## config.mk

```make
export PLATFORM = sky130hd
export DESIGN_NAME = s_mem_arbiter
export DESIGN_NICKNAME = d
export VERILOG_FILES = /design/src/rtl/s_mem_arbiter.sv
export SDC_FILE = /design/constraint.sdc
export NUM_CORES = 1
export LEC_CHECK = 0
export ABC_AREA = 1
export BUFFER_PORTS_ARGS = -buffer_cell sky130_fd_sc_hd__buf_2
export CELL_PAD_IN_SITES_DETAIL_PLACEMENT = 1
export CELL_PAD_IN_SITES_GLOBAL_PLACEMENT = 1
export CORE_ASPECT_RATIO = 1.1
export CORE_MARGIN = 2
export CORE_UTILIZATION = 16
export CTS_CLUSTER_SIZE = 40
export DETAILED_ROUTE_END_ITERATION = 8
export GPL_ROUTABILITY_DRIVEN = 0
export PLACE_DENSITY = 0.78
export SLEW_MARGIN = 15
export SYNTH_ARGS = -nofsm -noshare
export SYNTH_HDL_FRONTEND = slang
export SYNTH_SLANG_ARGS = --single-unit
```

## constraint.sdc

```tcl
create_clock -name CLOCK_50 -period 1 [get_ports CLOCK_50]
set_input_delay 0.2 -clock CLOCK_50 [delete_from_list [all_inputs] [get_ports CLOCK_50]]
set_output_delay 0.2 -clock CLOCK_50 [all_outputs]
set_load 0.01 [all_outputs]
```

## src/rtl/s_mem_arbiter.sv

```systemverilog
// ---------------------------------------------------------------------------
// s_mem_arbiter
//
// Purpose:
//   Shares the single-port 256x8 S-array RAM between the RC4 phase FSMs
//   (requester 0 = init fill, 1 = KSA swap, 2 = PRGA/decrypt). It keeps a
//   registered one-hot grant. A lock input holds the grant across an atomic
//   read-read-write-write swap. Each read is tagged with its requester so
//   that rvalid comes back to the right requester after the RAM's fixed
//   read latency.
//
// Configuration macro:
//   S_MEM_ARB_RR_EN  defined   -> round-robin winner selection
//                    undefined -> fixed priority, lowest index wins
//
// Ports:
//   CLOCK_50   in   system clock, rising edge
//   reset      in   synchronous, active-high reset
//   req        in   [N_REQ]         access request per requester (level)
//   lock       in   [N_REQ]         keep the grant across consecutive accesses
//   addr       in   [N_REQ*ADDR_W]  packed addresses, req i at [i*ADDR_W +: ADDR_W]
//   wdata      in   [N_REQ*DATA_W]  packed write data
//   wren       in   [N_REQ]         write enable per requester (0 = read)
//   gnt        out  [N_REQ]         registered one-hot grant
//   rvalid     out  [N_REQ]         read data valid, one-hot by issuing requester
//   rdata      out  [DATA_W]        read data (mem_q passthrough)
//   busy       out                  a grant is currently held
//   mem_addr   out  [ADDR_W]        RAM address
//   mem_wdata  out  [DATA_W]        RAM write data
//   mem_wren   out                  RAM write enable
//   mem_q      in   [DATA_W]        RAM read data
// ---------------------------------------------------------------------------
module s_mem_arbiter #(
   parameter int N_REQ   = 3,
   parameter int ADDR_W  = 8,
   parameter int DATA_W  = 8,
   parameter int MEM_LAT = 1
) (
   input  logic                       CLOCK_50,
   input  logic                       reset,
   input  logic [N_REQ-1:0]           req,
   input  logic [N_REQ-1:0]           lock,
   input  logic [N_REQ*ADDR_W-1:0]    addr,
   input  logic [N_REQ*DATA_W-1:0]    wdata,
   input  logic [N_REQ-1:0]           wren,
   output logic [N_REQ-1:0]           gnt,
   output logic [N_REQ-1:0]           rvalid,
   output logic [DATA_W-1:0]          rdata,
   output logic                       busy,
   output logic [ADDR_W-1:0]          mem_addr,
   output logic [DATA_W-1:0]          mem_wdata,
   output logic                       mem_wren,
   input  logic [DATA_W-1:0]          mem_q
);

   // The grant register is the state: all-zero is IDLE, one-hot i is OWN(i).
   logic [N_REQ-1:0] gnt_q, gnt_d;
   // One-hot read tags, one stage per cycle of RAM latency.
   logic [N_REQ-1:0] tag_q [MEM_LAT];

   logic [N_REQ-1:0] access;     // owner is requesting this cycle
   logic [N_REQ-1:0] rd_issue;   // owner is reading this cycle
   logic             own_req;
   logic             own_lock;
   logic             others;

   assign access   = gnt_q & req;
   assign rd_issue = access & ~wren;
   assign own_req  = |access;
   assign own_lock = |(access & lock);   // lock only counts while req is high
   assign others   = |(req & ~gnt_q);

`ifdef S_MEM_ARB_RR_EN
   localparam int IDX_W = (N_REQ > 1) ? $clog2(N_REQ) : 1;

   // Index where the next search starts, i.e. (last owner + 1) mod N_REQ.
   logic [IDX_W-1:0] ptr_q, ptr_d;

   function automatic logic [N_REQ-1:0] pick(input logic [N_REQ-1:0] cand,
                                             input logic [IDX_W-1:0] start);
      logic [N_REQ-1:0] r;
      logic             found;
      r     = '0;
      found = 1'b0;
      for (int k = 0; k < N_REQ; k++) begin
         int idx;
         idx = int'(start) + k;
         if (idx >= N_REQ) idx = idx - N_REQ;
         if (!found && cand[idx]) begin
            r[idx] = 1'b1;
            found  = 1'b1;
         end
      end
      return r;
   endfunction
`else
   function automatic logic [N_REQ-1:0] pick(input logic [N_REQ-1:0] cand);
      logic [N_REQ-1:0] r;
      r = '0;
      // Scan downward so the lowest set index is the last one written.
      for (int k = N_REQ - 1; k >= 0; k--) begin
         if (cand[k]) begin
            r    = '0;
            r[k] = 1'b1;
         end
      end
      return r;
   endfunction
`endif

   // ------------------------------------------------------------------
   // Next-state logic
   // ------------------------------------------------------------------
   // Selecting over the full req vector covers every release case. In IDLE
   // it picks the first winner. If the owner dropped req, the owner's bit is
   // already clear. If the owner is unlocked and contended, it may win again
   // under fixed priority, but under round-robin the search starts past it.
   always_comb begin
      // NOTE: default assignment first so no path leaves gnt_d unassigned (no latch).
      gnt_d = gnt_q;
      if ((gnt_q == '0) || !own_req || (!own_lock && others)) begin
`ifdef S_MEM_ARB_RR_EN
         gnt_d = pick(req, ptr_q);
`else
         gnt_d = pick(req);
`endif
      end
   end

`ifdef S_MEM_ARB_RR_EN
   always_comb begin
      ptr_d = ptr_q;
      for (int i = 0; i < N_REQ; i++) begin
         if (gnt_d[i]) ptr_d = (i == N_REQ - 1) ? '0 : IDX_W'(i + 1);
      end
   end
`endif

   // ------------------------------------------------------------------
   // State register and read-tag pipeline
   // ------------------------------------------------------------------
   always_ff @(posedge CLOCK_50) begin
      if (reset) begin
         gnt_q <= '0;
         // NOTE: the tag shift register is reset so that reads in flight at reset never report rvalid.
         for (int k = 0; k < MEM_LAT; k++) tag_q[k] <= '0;
`ifdef S_MEM_ARB_RR_EN
         ptr_q <= '0;
`endif
      end else begin
         // NOTE: non-blocking assignments, so every stage shifts on the same edge.
         gnt_q    <= gnt_d;
         tag_q[0] <= rd_issue;
         for (int k = 1; k < MEM_LAT; k++) tag_q[k] <= tag_q[k-1];
`ifdef S_MEM_ARB_RR_EN
         ptr_q    <= ptr_d;
`endif
      end
   end

   // ------------------------------------------------------------------
   // Outputs
   // ------------------------------------------------------------------
   // The grant is one-hot, so OR-ing the masked requester fields is a mux.
   // The fields are all zero when the owner is not requesting.
   always_comb begin
      mem_addr  = '0;
      mem_wdata = '0;
      for (int i = 0; i < N_REQ; i++) begin
         if (access[i]) begin
            mem_addr  = mem_addr  | addr[i*ADDR_W +: ADDR_W];
            mem_wdata = mem_wdata | wdata[i*DATA_W +: DATA_W];
         end
      end
   end

   assign mem_wren = |(access & wren);
   assign gnt      = gnt_q;
   assign busy     = |gnt_q;
   assign rdata    = mem_q;
   // Reset is synchronous, so the last tag stage still holds data during the
   // reset cycle. Masking it here drops a read that returns in that cycle.
   assign rvalid   = reset ? '0 : tag_q[MEM_LAT-1];

endmodule
```

==> results.cfg, run 1 <==
[worst_setup_path]
end_kind = output port
cp_slowest_cell = dfxtp_4
r2r_slack_ns = -0.20
cp.required_ns = 0.80
critPathBufInv = 2
path_class = flop to output port
slowest_delay_ns = 0.37
arrival_ns = 1.05
path_cells = nand2_8 > inv_8 > nand2_1 > nand3_2 > buf_6
r2r_start = gnt[1]
path_max_fanout = 8
r2r_end = gnt[2]
crit_family = flip-flops
reg2reg_depth = 8
start_kind = flop

[route]
drt-total-wl_um = 4160
drt_iter0_drc = 23
drc_errors = 0
viasPerCell = 4.50
first_pass_iters = 4
ant_nets = 0
via_count = 1291
wl_per_cell_um = 14.5

[logic_synthesis]
ys_seq_elements = 6
synth-seq-area-share = 0.151
syn_nets = 204
synthCells = 137
syn_area_per_cell_um2 = 5.81
synth_warnings = 0
ys_types = 17
synth.cell_area_um2 = 796

[floorplan]
start_util = 0.169
fp.dieW_um = 71.2
die-height_um = 78.0
die-area_um2 = 5550
io_pins = 99
fp-row-count = 26
core_area_um2 = 4720

[finish]
diodes = 0
layout_common_cells = 63 x buf_2, 35 x nand3_2, 26 x buf_6
final_area_um2 = 1900
area_growth_pct = 138
nNetsFinal = 300
fillers = 587
final_core_util = 0.402
drive_gt1_frac = 0.758
mostFrequentLayoutCell = buf_2

[timing]
max_freq_mhz = 797
max_slew_margin = 0.888
finalWorstPathRequiredPeriod_ns = 1.25
tightest_slew_ns = 0.168
rsz0062_at_grt = yes
fin_crit_sh = 1.25
fin_ws_ns = -0.255
hold_violations = 0
maxSlewViolCount = 0
setup_viol = 23
finClkSkew_ns = 0.00155

[hold_path]
worstHoldEndpoint = tag_q[0][0]
hold_path_class = input port to flop
worstHoldStart = wren[0]
whs_path_depth = 2

[placed_design]
hpwl_um = 2980
io_buffers = 82
place_area_um2 = 1380

[flow_run]
cap_violations = 0

[grt]
grt_pass1_wl_um = 6650
grt_pass1_vias = 1464
grt_usage = 0.149
grt_max_degree = 14
grt_overflow_total = 0
grt_antenna_before_repair = 0

[status]
status = finished with violations
violations = setup timing

[clock_network]
clk_latency_ns = 0.22
clk_pin_slew_ns = 0.04
cts_buffers = 3
clock_path_buffers = 2
cts_tree = done
h-tree-depth = 1
cts_root_buf = clkbuf_8
cts_sinks = 6
holdBufCountCts = 0

[pwr]
powerDensity_nw_per_um2 = 716
ir_drop_mv = 0.280
p_leak_uw = 0.00101
==> synth_stat cells <==
library cell / instances / area (um2)
nand2_4: 1 / 11.3
inv_2: 1 / 3.75
inv_1: 9 / 33.8
dfxtp_1: 6 / 120
nor2_2: 1 / 6.26
nor2_1: 8 / 30.0
nand2_1: 26 / 97.6
buf_6: 3 / 33.8
nor2_4: 1 / 11.3
buf_4: 9 / 67.6
nand3_1: 56 / 280
buf_2: 4 / 20.0
nand2_2: 2 / 12.5
nor3_1: 3 / 15.0
nand3_2: 3 / 30.0
clkbuf_4: 1 / 7.51
a21oi_1: 3 / 15.0
==> worst reg2reg max path, stage by stage (launching register included) <==
cell and delay, ns:
dfxtp_4 0.36, buf_12 0.14, buf_6 0.11, nand3_2 0.05
nand2_2 0.06, nor2_4 0.09, nand2_4 0.08, a21oi_1 0.13
nor2_1 0.07
==> worst max-delay path by stage <==
| stage | end | startpoint | slack (ns) | cells after the start |
|---|---|---|---|---|
| final | mem_wdata[5] | gnt[0] | -0.25 | 5 |
| after global placement | mem_wdata[1] | gnt[0] | -0.10 | 5 |
| after CTS | mem_wren | gnt[0] | -0.25 | 5 |
| after detailed placement | mem_addr[3] | gnt[0] | -0.13 | 5 |
| after floorplan | gnt[0] | gnt[2] | -0.01 | 7 |
| after global routing | mem_addr[5] | gnt[1] | -0.30 | 4 |
==> metal layers <==
layer  global-route usage  vias to the layer above  share of wire
met3               0.0143                        8          0.052
li1                     -                      640              -
met1                0.168                      594           0.39
met5                    0                        -              0
met4               0.0415                        0          0.015
met2                0.289                       49           0.55
==> per-stage QoR <==
step           hold WS, ns  std cells  TNS (ns)  setup slack (ns)  power [uW]
6_report             0.168        287     -5.01            -0.255        1360
2_1_floorplan        0.277        137   -0.0500           -0.0132         529
5_1_grt              0.174        287     -6.13            -0.304        1450
3_3_place_gp         0.388        275     -1.32            -0.101         759
4_1_cts              0.158        284     -4.94            -0.249        1310
3_5_place_dp         0.394        275     -1.62            -0.128         768
==> what timing repair did <==
item,in CTS,in global routing
pin swaps,5,15
gates resized for setup,63,25
gates cloned,3,1
buffers inserted,3,2
setup endpoints to repair,23,27
==> area by class of cell <==
cell class                      instances  area, um2  share of cell area
Timing Repair inverter                  2       22.5              0.0119
Inverter                               10       55.1              0.0290
Multi-Input combinational cell        104        771               0.407
Timing Repair Buffer                  106        803               0.424
Tap cell                               56       70.1              0.0370
Clock buffer                            3       41.3              0.0218
Sequential cell                         6        133              0.0700
==> report_power, final <==
part	total [uW]	internal, uW	switching (uW)
clock	375	260	115
sequential	268	249	19.0
combinational	715	373	341
==> flip-flops by register name, summed over array words and instances, names as in the netlist <==
signal,cells
gnt,3
tag_q,3
==> cells by family after synthesis <==
group           share of synthesized area
compound gates                     0.0189
buf+inv                             0.209
flops                               0.151
simple gates                        0.621
Power figures use the tool's default switching activity.
==> run 2: changes to the inputs <==
--- a/config.mk
+++ b/config.mk
@@ -16,6 +16,7 @@
 export DETAILED_ROUTE_END_ITERATION = 8
 export GPL_ROUTABILITY_DRIVEN = 0
 export PLACE_DENSITY = 0.78
+export REMOVE_ABC_BUFFERS = 1
 export SLEW_MARGIN = 15
 export SYNTH_ARGS = -nofsm -noshare
 export SYNTH_HDL_FRONTEND = slang
==> run 2 against run 1 <==
The flow still finishes with violations (setup timing). Via count grew 4.4%. Sequential share of layout area fell by 0.22 points. Clock-buffer cell count stayed put. Power up 3.9%. Sequential power down 1%. Final cell count up 0.70%. Clock skew is 0.0012 ns lower. Non-clock buffer count up 4. First-iteration DRC count is 100% higher. Worst setup slack got worse by 0.044 ns. Routed wire length grew 8.8%. Critical path type unchanged. Critical endpoint is now mem_addr[5]. Largest cell class unchanged. Largest power group unchanged.
==> results.cfg, run 2 (synthesis results as in run 1) <==
[timing]
max_freq_mhz = 770
hold_violations = 0
fin_crit_sh = 1.30
fin_ws_ns = -0.299
maxSlewViolCount = 0
max_slew_margin = 0.870
finalWorstPathRequiredPeriod_ns = 1.30
setup_tns_ns = -5.49
tightest_slew_ns = 0.195
setup_viol = 24
rsz0062_at_grt = yes
whs_ns = 0.151
finClkSkew_ns = 0.000336

[clock_network]
cts_root_buf = clkbuf_8
cts_tree = done
cts_buffers = 3
clock_path_buffers = 2
h-tree-depth = 1
clk_pin_slew_ns = 0.04
holdBufCountCts = 0
clk_latency_ns = 0.23
cts_sinks = 6

[placed_design]
dp_cells = 279
hpwl_um = 3170
io_buffers = 82
post-place-ws_ns = -0.109
place_area_um2 = 1370

[worst_setup_path]
path_cells = nand2_4 > inv_8 > clkbuf_16 > nand2_4 > nand3_2 > buf_6
crit_top_cell = nand2_4
reg2reg_depth = 7
cp_slowest_cell = dfxtp_2
critPathCapture = mem_addr[5]
end_kind = output port
path_max_fanout = 6
arrival_ns = 1.10
cp.required_ns = 0.80
path_class = flop to output port
start_kind = flop
r2r_end = gnt[1]
r2r_start = gnt[2]
critPathBufInv = 3
cp.depth = 6
crit_family = buffers and inverters
slowest_delay_ns = 0.32
cp-startpoint = gnt[0]
r2r_slack_ns = -0.16

[route]
viasPerCell = 4.66
wl_met2_um = 2450
ant_nets = 0
top_layer_used = met4
drt-met1-wl_um = 1690
wl_per_cell_um = 15.7
drc_errors = 0
dr_wl_met3_um = 300
via_count = 1348
first_pass_iters = 4
drt-total-wl_um = 4520
drt_iter0_drc = 46

[finish]
area_growth_pct = 144
final_area_um2 = 1940
layout_common_cells = 61 x buf_2, 30 x nand3_1, 27 x buf_6
diodes = 0
nNetsFinal = 302
mostFrequentLayoutCell = buf_2
finalNonFillerCells = 289
drive_gt1_frac = 0.760
fillers = 571
multi_input_area_um2 = 769
seq_area_um2 = 131

[floorplan]
die-height_um = 78.0
fp-row-count = 26
io_pins = 99
fp.dieW_um = 71.2
die-area_um2 = 5550
start_util = 0.169
core_area_um2 = 4720

[grt]
grt_overflow_total = 0
grt_pass1_vias = 1421
grt_max_degree = 15
grt_usage = 0.149
grt_pass1_wl_um = 6640
grt_antenna_before_repair = 0

[flow_run]
cap_violations = 0

[pwr]
power_frac_seq = 0.187
ir_drop_mv = 0.380
power_frac_clock = 0.276
p_int_uw = 909
p_comb_frac = 0.536
p_leak_uw = 0.00107
p_sw_uw = 502
sw_frac_of_total = 0.356
powerDensity_nw_per_um2 = 727

[status]
status = finished with violations
violations = setup timing

[hold_path]
hold_path_class = input port to flop
[run 2: worst register-to-register path, stage by stage, from the launching register on]
cell,delay (ns)
dfxtp_4,0.37
buf_6,0.14
nand2_4,0.07
buf_6,0.11
nand3_4,0.12
nand3_2,0.11
nand2_1,0.05
nor2_1,0.11
[run 2: through the flow]
stage / total power [uW] / utilization
4_1_cts: 1290 / 0.354
3_5_place_dp: 779 / 0.290
3_3_place_gp: 770 / 0.290
6_report: 1410 / 0.411
2_1_floorplan: 433 / -
5_1_grt: 1490 / 0.411
[run 2: cell type report]
type	instances	share of cell area
multi-input cells	104	0.397
clock buffers	3	0.0213
flip-flops and latches	6	0.0677
repair buffers	110	0.451
inverters	10	0.0271
well taps	56	0.0361
[run 2: layer usage]
layer,vias to the layer above,global-route usage
li1,645,-
met1,618,0.171
met2,76,0.271
met3,9,0.0325
met4,0,0.0415
met5,-,0
[run 2: how the worst min path moves through the flow]
stage                     startpoint           to  slack (ns)  cells after the start
after global placement       wren[0]  tag_q[0][0]        0.39                      2
after CTS                    wren[1]  tag_q[0][1]        0.15                      2
after detailed placement     wren[1]  tag_q[0][1]        0.39                      2
final                        wren[1]  tag_q[0][1]        0.15                      2
after global routing         wren[1]  tag_q[0][1]        0.16                      2
after floorplan              wren[0]  tag_q[0][0]        0.28                      1
[run 2: power groups by stage]
stage,sequential (uW),clock (uW),combinational [uW]
floorplan,280,0,152
global placement,262,0,507
detailed placement,264,0,516
CTS,263,390,637
global route,266,413,810
finish,264,390,757
[run 2: what timing repair did]
item | CTS | global route
setup buffers | 2 | 3
resized for setup | 55 | 52
endpoints found under the setup margin | 24 | 27
pin swaps | 7 | 7
gates cloned | 1 | 1
